**src/rtl/ula_ctrl.sv**
```systemverilog
// Command/response front-end for the combinational 8-bit ULA: registers operands, waits SETTLE_CYCLES, captures the result.
// Optional feature macro: ULA_CTRL_ACCUM_EN (adds i_cmd_acc and an 8-bit operand-A accumulator).
module ula_ctrl #(
    parameter int unsigned SETTLE_CYCLES = 1
) (
    input  logic        i_clk,
    input  logic        i_rst,
    input  logic        i_cmd_valid,
    output logic        o_cmd_ready,
    input  logic [7:0]  i_cmd_a,
    input  logic [7:0]  i_cmd_b,
    input  logic [3:0]  i_cmd_op,
`ifdef ULA_CTRL_ACCUM_EN
    input  logic        i_cmd_acc,
`endif
    output logic [7:0]  o_ula_a,
    output logic [7:0]  o_ula_b,
    output logic [3:0]  o_ula_op,
    input  logic [15:0] i_ula_result,
    output logic        o_rsp_valid,
    input  logic        i_rsp_ready,
    output logic [15:0] o_rsp_result,
    output logic        o_rsp_zero,
    output logic        o_rsp_err,
    output logic        o_busy
);

    // state | meaning
    // IDLE  | waiting for a command, cmd_ready high
    // DRIVE | ULA inputs held, settle counter running
    // RESP  | captured response presented, waiting for rsp_ready
    typedef enum logic [1:0] {
        IDLE  = 2'd0,
        DRIVE = 2'd1,
        RESP  = 2'd2
    } state_t;

    localparam logic [3:0] SETTLE_INIT = 4'(SETTLE_CYCLES - 1);
    localparam logic [3:0] OP_DIV      = 4'b1001;
    localparam logic [3:0] OP_LAST     = 4'b1100;

    state_t      r_state;
    state_t      w_state_nxt;
    logic [3:0]  r_cnt;
    logic [7:0]  r_ula_a;
    logic [7:0]  r_ula_b;
    logic [3:0]  r_ula_op;
    logic [15:0] r_rsp_result;
    logic        r_rsp_zero;
    logic        r_rsp_err;

    logic        w_accept;
    logic        w_capture;
    logic        w_rsp_hs;
    logic        w_cap_err;
    logic [15:0] w_cap_result;
    logic [7:0]  w_operand_a;

`ifdef ULA_CTRL_ACCUM_EN
    logic [7:0]  r_acc;

    assign w_operand_a = i_cmd_acc ? r_acc : i_cmd_a;

    // Error responses carry no usable data, so only clean results feed back.
    always_ff @(posedge i_clk) begin
        if (i_rst) begin
            r_acc <= 8'h00;
        end else if (w_rsp_hs && !r_rsp_err) begin
            r_acc <= r_rsp_result[7:0];
        end
    end
`else
    assign w_operand_a = i_cmd_a;
`endif

    always_comb begin
        w_state_nxt = r_state;
        w_accept    = 1'b0;
        w_capture   = 1'b0;
        w_rsp_hs    = 1'b0;
        case (r_state)
            IDLE: begin
                if (i_cmd_valid) begin
                    w_accept    = 1'b1;
                    w_state_nxt = DRIVE;
                end
            end
            DRIVE: begin
                if (r_cnt == 4'd0) begin
                    w_capture   = 1'b1;
                    w_state_nxt = RESP;
                end
            end
            RESP: begin
                if (i_rsp_ready) begin
                    w_rsp_hs    = 1'b1;
                    w_state_nxt = IDLE;
                end
            end
            default: w_state_nxt = IDLE;
        endcase
    end

    // DIV by zero may leave the ULA output undefined, so the result is forced rather than passed through.
    assign w_cap_err    = (r_ula_op > OP_LAST) || ((r_ula_op == OP_DIV) && (r_ula_b == 8'h00));
    assign w_cap_result = w_cap_err ? 16'h0000 : i_ula_result;

    always_ff @(posedge i_clk) begin
        if (i_rst) begin
            r_state      <= IDLE;
            r_cnt        <= 4'd0;
            r_ula_a      <= 8'h00;
            r_ula_b      <= 8'h00;
            r_ula_op     <= 4'h0;
            r_rsp_result <= 16'h0000;
            r_rsp_zero   <= 1'b0;
            r_rsp_err    <= 1'b0;
        end else begin
            r_state <= w_state_nxt;
            if (w_accept) begin
                r_ula_a  <= w_operand_a;
                r_ula_b  <= i_cmd_b;
                r_ula_op <= i_cmd_op;
                r_cnt    <= SETTLE_INIT;
            end else if ((r_state == DRIVE) && (r_cnt != 4'd0)) begin
                r_cnt <= r_cnt - 4'd1;
            end
            if (w_capture) begin
                r_rsp_result <= w_cap_result;
                r_rsp_zero   <= (w_cap_result == 16'h0000);
                r_rsp_err    <= w_cap_err;
            end
        end
    end

    assign o_cmd_ready  = (r_state == IDLE) && !i_rst;
    assign o_rsp_valid  = (r_state == RESP);
    assign o_busy       = (r_state != IDLE);
    assign o_ula_a      = r_ula_a;
    assign o_ula_b      = r_ula_b;
    assign o_ula_op     = r_ula_op;
    assign o_rsp_result = r_rsp_result;
    assign o_rsp_zero   = r_rsp_zero;
    assign o_rsp_err    = r_rsp_err;

endmodule

```
**config.mk**
```make
export PLATFORM = sky130hd
export DESIGN_NAME = ula_ctrl
export DESIGN_NICKNAME = d
export VERILOG_FILES = /design/src/rtl/ula_ctrl.sv
export SDC_FILE = /design/constraint.sdc
export NUM_CORES = 1
export LEC_CHECK = 0
export CORE_AREA = 2 2 73 75
export CTS_CLUSTER_DIAMETER = 60
export DETAILED_ROUTE_END_ITERATION = 8
export DIE_AREA = 0 0 75 77
export DONT_BUFFER_PORTS = 1
export PLACE_DENSITY = 0.49
export SETUP_SLACK_MARGIN = 0.1
export SKIP_LAST_GASP = 1
export SLEW_MARGIN = 20
export SYNTH_ARGS = -nofsm -noshare
export SYNTH_HDL_FRONTEND = slang
export SYNTH_SLANG_ARGS = --single-unit
```
**constraint.sdc**
```tcl
create_clock -name i_clk -period 2.3 [get_ports i_clk]
set_input_delay 0.46 -clock i_clk [delete_from_list [all_inputs] [get_ports i_clk]]
set_output_delay 0.46 -clock i_clk [all_outputs]
set_load 0.02 [all_outputs]
```
==> reports/qor.txt <==
final wirelength -> 4.094 mm
commonest non-fill, non-tap cell in the layout -> dfxtp_1
Compound-Gate Fraction of Synth Area -> 16.45%
CP endpoint -> o_cmd_ready
DIE HEIGHT -> 77 um
CORE AREA -> 0.004977 mm2
arrival time worst endpoint -> 1410 ps
Clk pwr share -> 36.5%
CTS root buf -> clkbuf_8
pin count of the biggest net entering global routing -> 29
Total Power -> 1.679 mW
vias -> 1353
Post-Synth Simple-Gate Area -> 15.26%
cts bufs inserted -> 5
ratio of total power to cell area -> 808.9 mW/mm2
Hold-fix buffers, CTS -> 0
Period minus WS final -> 1865 ps
GRT overflow -> 0
Startpoint Class -> flop
switching power -> 0.4383 mW
Worst Setup SP -> r_state[0]$_SDFFE_PP0P_
RSZ-0062 raised after global routing -> false
ANT nets after route -> 0
Netlist cell types -> 34
EDFF count, synth -> 0
Final Slew Violations -> 0
R2R Setup Slk -> 540 ps
Critical Path RT -> 1840 ps
yosys warns -> 0
commonest non-fill, non-tap cells in the layout -> 44 x dfxtp_1, 35 x inv_1, 22 x nor2_1
number of diodes -> 0
largest family of logic cells by synthesized area -> compound AO/OA/AOI/OAI gates
leakage -> 0.8233 nW
critical path type -> reg2out
post-DP HPWL -> 3.111 mm
worst hold path class -> in2reg
overall routing resource usage -> 14.70%
Post-CTS Resized -> 0
DR vias/cell -> 5.184
post-route setup TNS -> 0 ps
switching share of power -> 26.10%
nets -> 231
main area contributors after synthesis -> dfxtp_1 46%, mux2i_1 11%, o32ai_2 8.6%, inv_1 6.9%, nor2_1 4.4%
syn_area_per_cell -> 9.970 um2
CP max FO -> 6
Mapped Area -> 0.001894 mm2
syn nets -> 231
routability cong. -> 0.7327
max_cap viols -> 0
ys flop type -> dfxtp_1
CTS tree -> yes
status -> finished clean
multiplexer share of the synthesized area -> 10.57%
clock-pin slew on the worst setup and hold paths -> 90 ps
Horiz. Die Dim -> 75 um
worst skew pair latency -> 290 ps
first-pass GRT wire length -> 6.617 mm
largest area contributor in the synthesized netlist -> dfxtp_1
worst slew pin tran -> 563.6 ps
Sink Count -> 44
sequential share of power -> 53.8%
Initial Util -> 38.06%
Max-slew headroom -> 62.39%
CTS H-tree depth -> 2
CP endpoint kind -> output port
WL/cell -> 15.69 um
ys async rst share -> 0%
register area share after synthesis -> 46.50%
Clock Path Buffers -> 2
VDD IR max -> 0.0005241 V
synthesized instance count -> 190
combinational cell fraction of total power -> 9.7%
crit share post-route -> 81.11%
Synth Area in XOR/XNOR -> 0%
Int Pwr -> 1.241 mW
worst clock skew -> 10.32 ps
drt first pass iters -> 4
R2R Path End -> o_rsp_result[1]$_SDFFE_PP0P_
initial drt markers -> 67
# port buffers -> 0
post-CTS setup buffers -> 0
layout cells sized above 1 -> 15.18%
Die Area -> 0.005775 mm2
Area growth, synth to finish -> 9.577%
Yosys reg bits -> 44
worst r2r src -> r_cnt[0]$_SDFFE_PP0P_
vias in the first global route -> 1378
R2R depth -> 5
Post-route DRC -> 0
initial antenna violation count -> 0
Yosys top cell area share -> 46.50%
Final Hold Fails -> 0
final setup fails -> 0
maximum clock frequency -> 536.1 MHz
Adder-Cell Fraction of Synth Area -> 0.6605%
IO Pins -> 81
Row Count -> 26
[per-stage QoR]
stage               worst slack [ps]  cell area (um2)  cells  hold slack, ps  utilization [%]
global placement               683.7             1954    253           466.0            39.27
finish                         434.5             2076    261           225.3            41.70
floorplan                      671.6             1894    190           456.0                -
global route                   335.6             2076    261           200.2            41.70
CTS                            422.1             2076    261           213.4            41.70
detailed placement             553.8             1954    253           501.2            39.27
[per-layer routing]
metal / up-vias / part of all wire (%) / GRT usage [%]
met4: 0 / 1.9 / 5.000
met5: - / 0 / 0
met1: 646 / 39 / 17.24
li1: 655 / - / -
met2: 44 / 50 / 23.33
met3: 8 / 9.1 / 6.702
[cell families after synthesis]
family,after synthesis
AO/OA/AOI/OAI,32
AND/OR/NAND/NOR,48
multiplexers,20
adder cells (fa/ha/maj),1
flip-flops,44
buffers and inverters,45
[worst min path at each step]
stage                     startpoint                      end  slack, ps  depth (start not counted)
2_1_floorplan  r_cnt[0]$_SDFFE_PP0P_    r_cnt[0]$_SDFFE_PP0P_        460                          2
3_3_place_gp   r_cnt[0]$_SDFFE_PP0P_    r_cnt[0]$_SDFFE_PP0P_        470                          2
3_5_place_dp   r_cnt[0]$_SDFFE_PP0P_    r_cnt[0]$_SDFFE_PP0P_        500                          2
4_1_cts                        i_rst  o_ula_a[7]$_SDFFE_PP0P_        210                          1
5_1_grt                        i_rst  o_ula_a[7]$_SDFFE_PP0P_        200                          1
6_report                       i_rst  o_ula_a[4]$_SDFFE_PP0P_        230                          1
[area by class of cell]
cell class	count	area (um2)
clock buffer	6	82.58
clock inverter	2	38.79
sequential	44	880.8
inverter	35	131.4
timing repair buffer	3	35.03
tap	70	87.58
multi-input combinational	101	819.5
fill	490	2902
[worst max-delay path: stages (launching register included)]
cell and delay [ps]:
dfxtp_1 380, or2_2 390, nor2_1 340
[power groups by stage]
stage / logic [mW] / registers (mW) / clock network [mW]
CTS: 0.165 / 0.904 / 0.632
global placement: 0.159 / 0.921 / 0
floorplan: 0.148 / 0.908 / 0
finish: 0.163 / 0.903 / 0.613
detailed placement: 0.165 / 0.922 / 0
global route: 0.181 / 0.910 / 0.671
[registers in the layout, indices dropped and copies added, names as in the netlist]
signal / flops
o_rsp_result: 16
o_ula_a: 8
o_ula_b: 8
o_ula_op: 4
r_cnt: 4
r_state: 2
o_rsp_err: 1
o_rsp_zero: 1
[synth_stat cells (2+ instances only)]
library cell	n
or2_2	2
nor2_1	22
nand3_1	2
a21oi_1	8
o32ai_1	6
o32ai_2	10
nor4_1	6
buf_6	2
dfxtp_1	44
mux2i_1	20
buf_4	4
a311oi_1	2
nor2b_1	2
or4_1	2
clkbuf_1	3
o21ai_0	3
inv_1	35
Power figures use the tool's default switching activity.
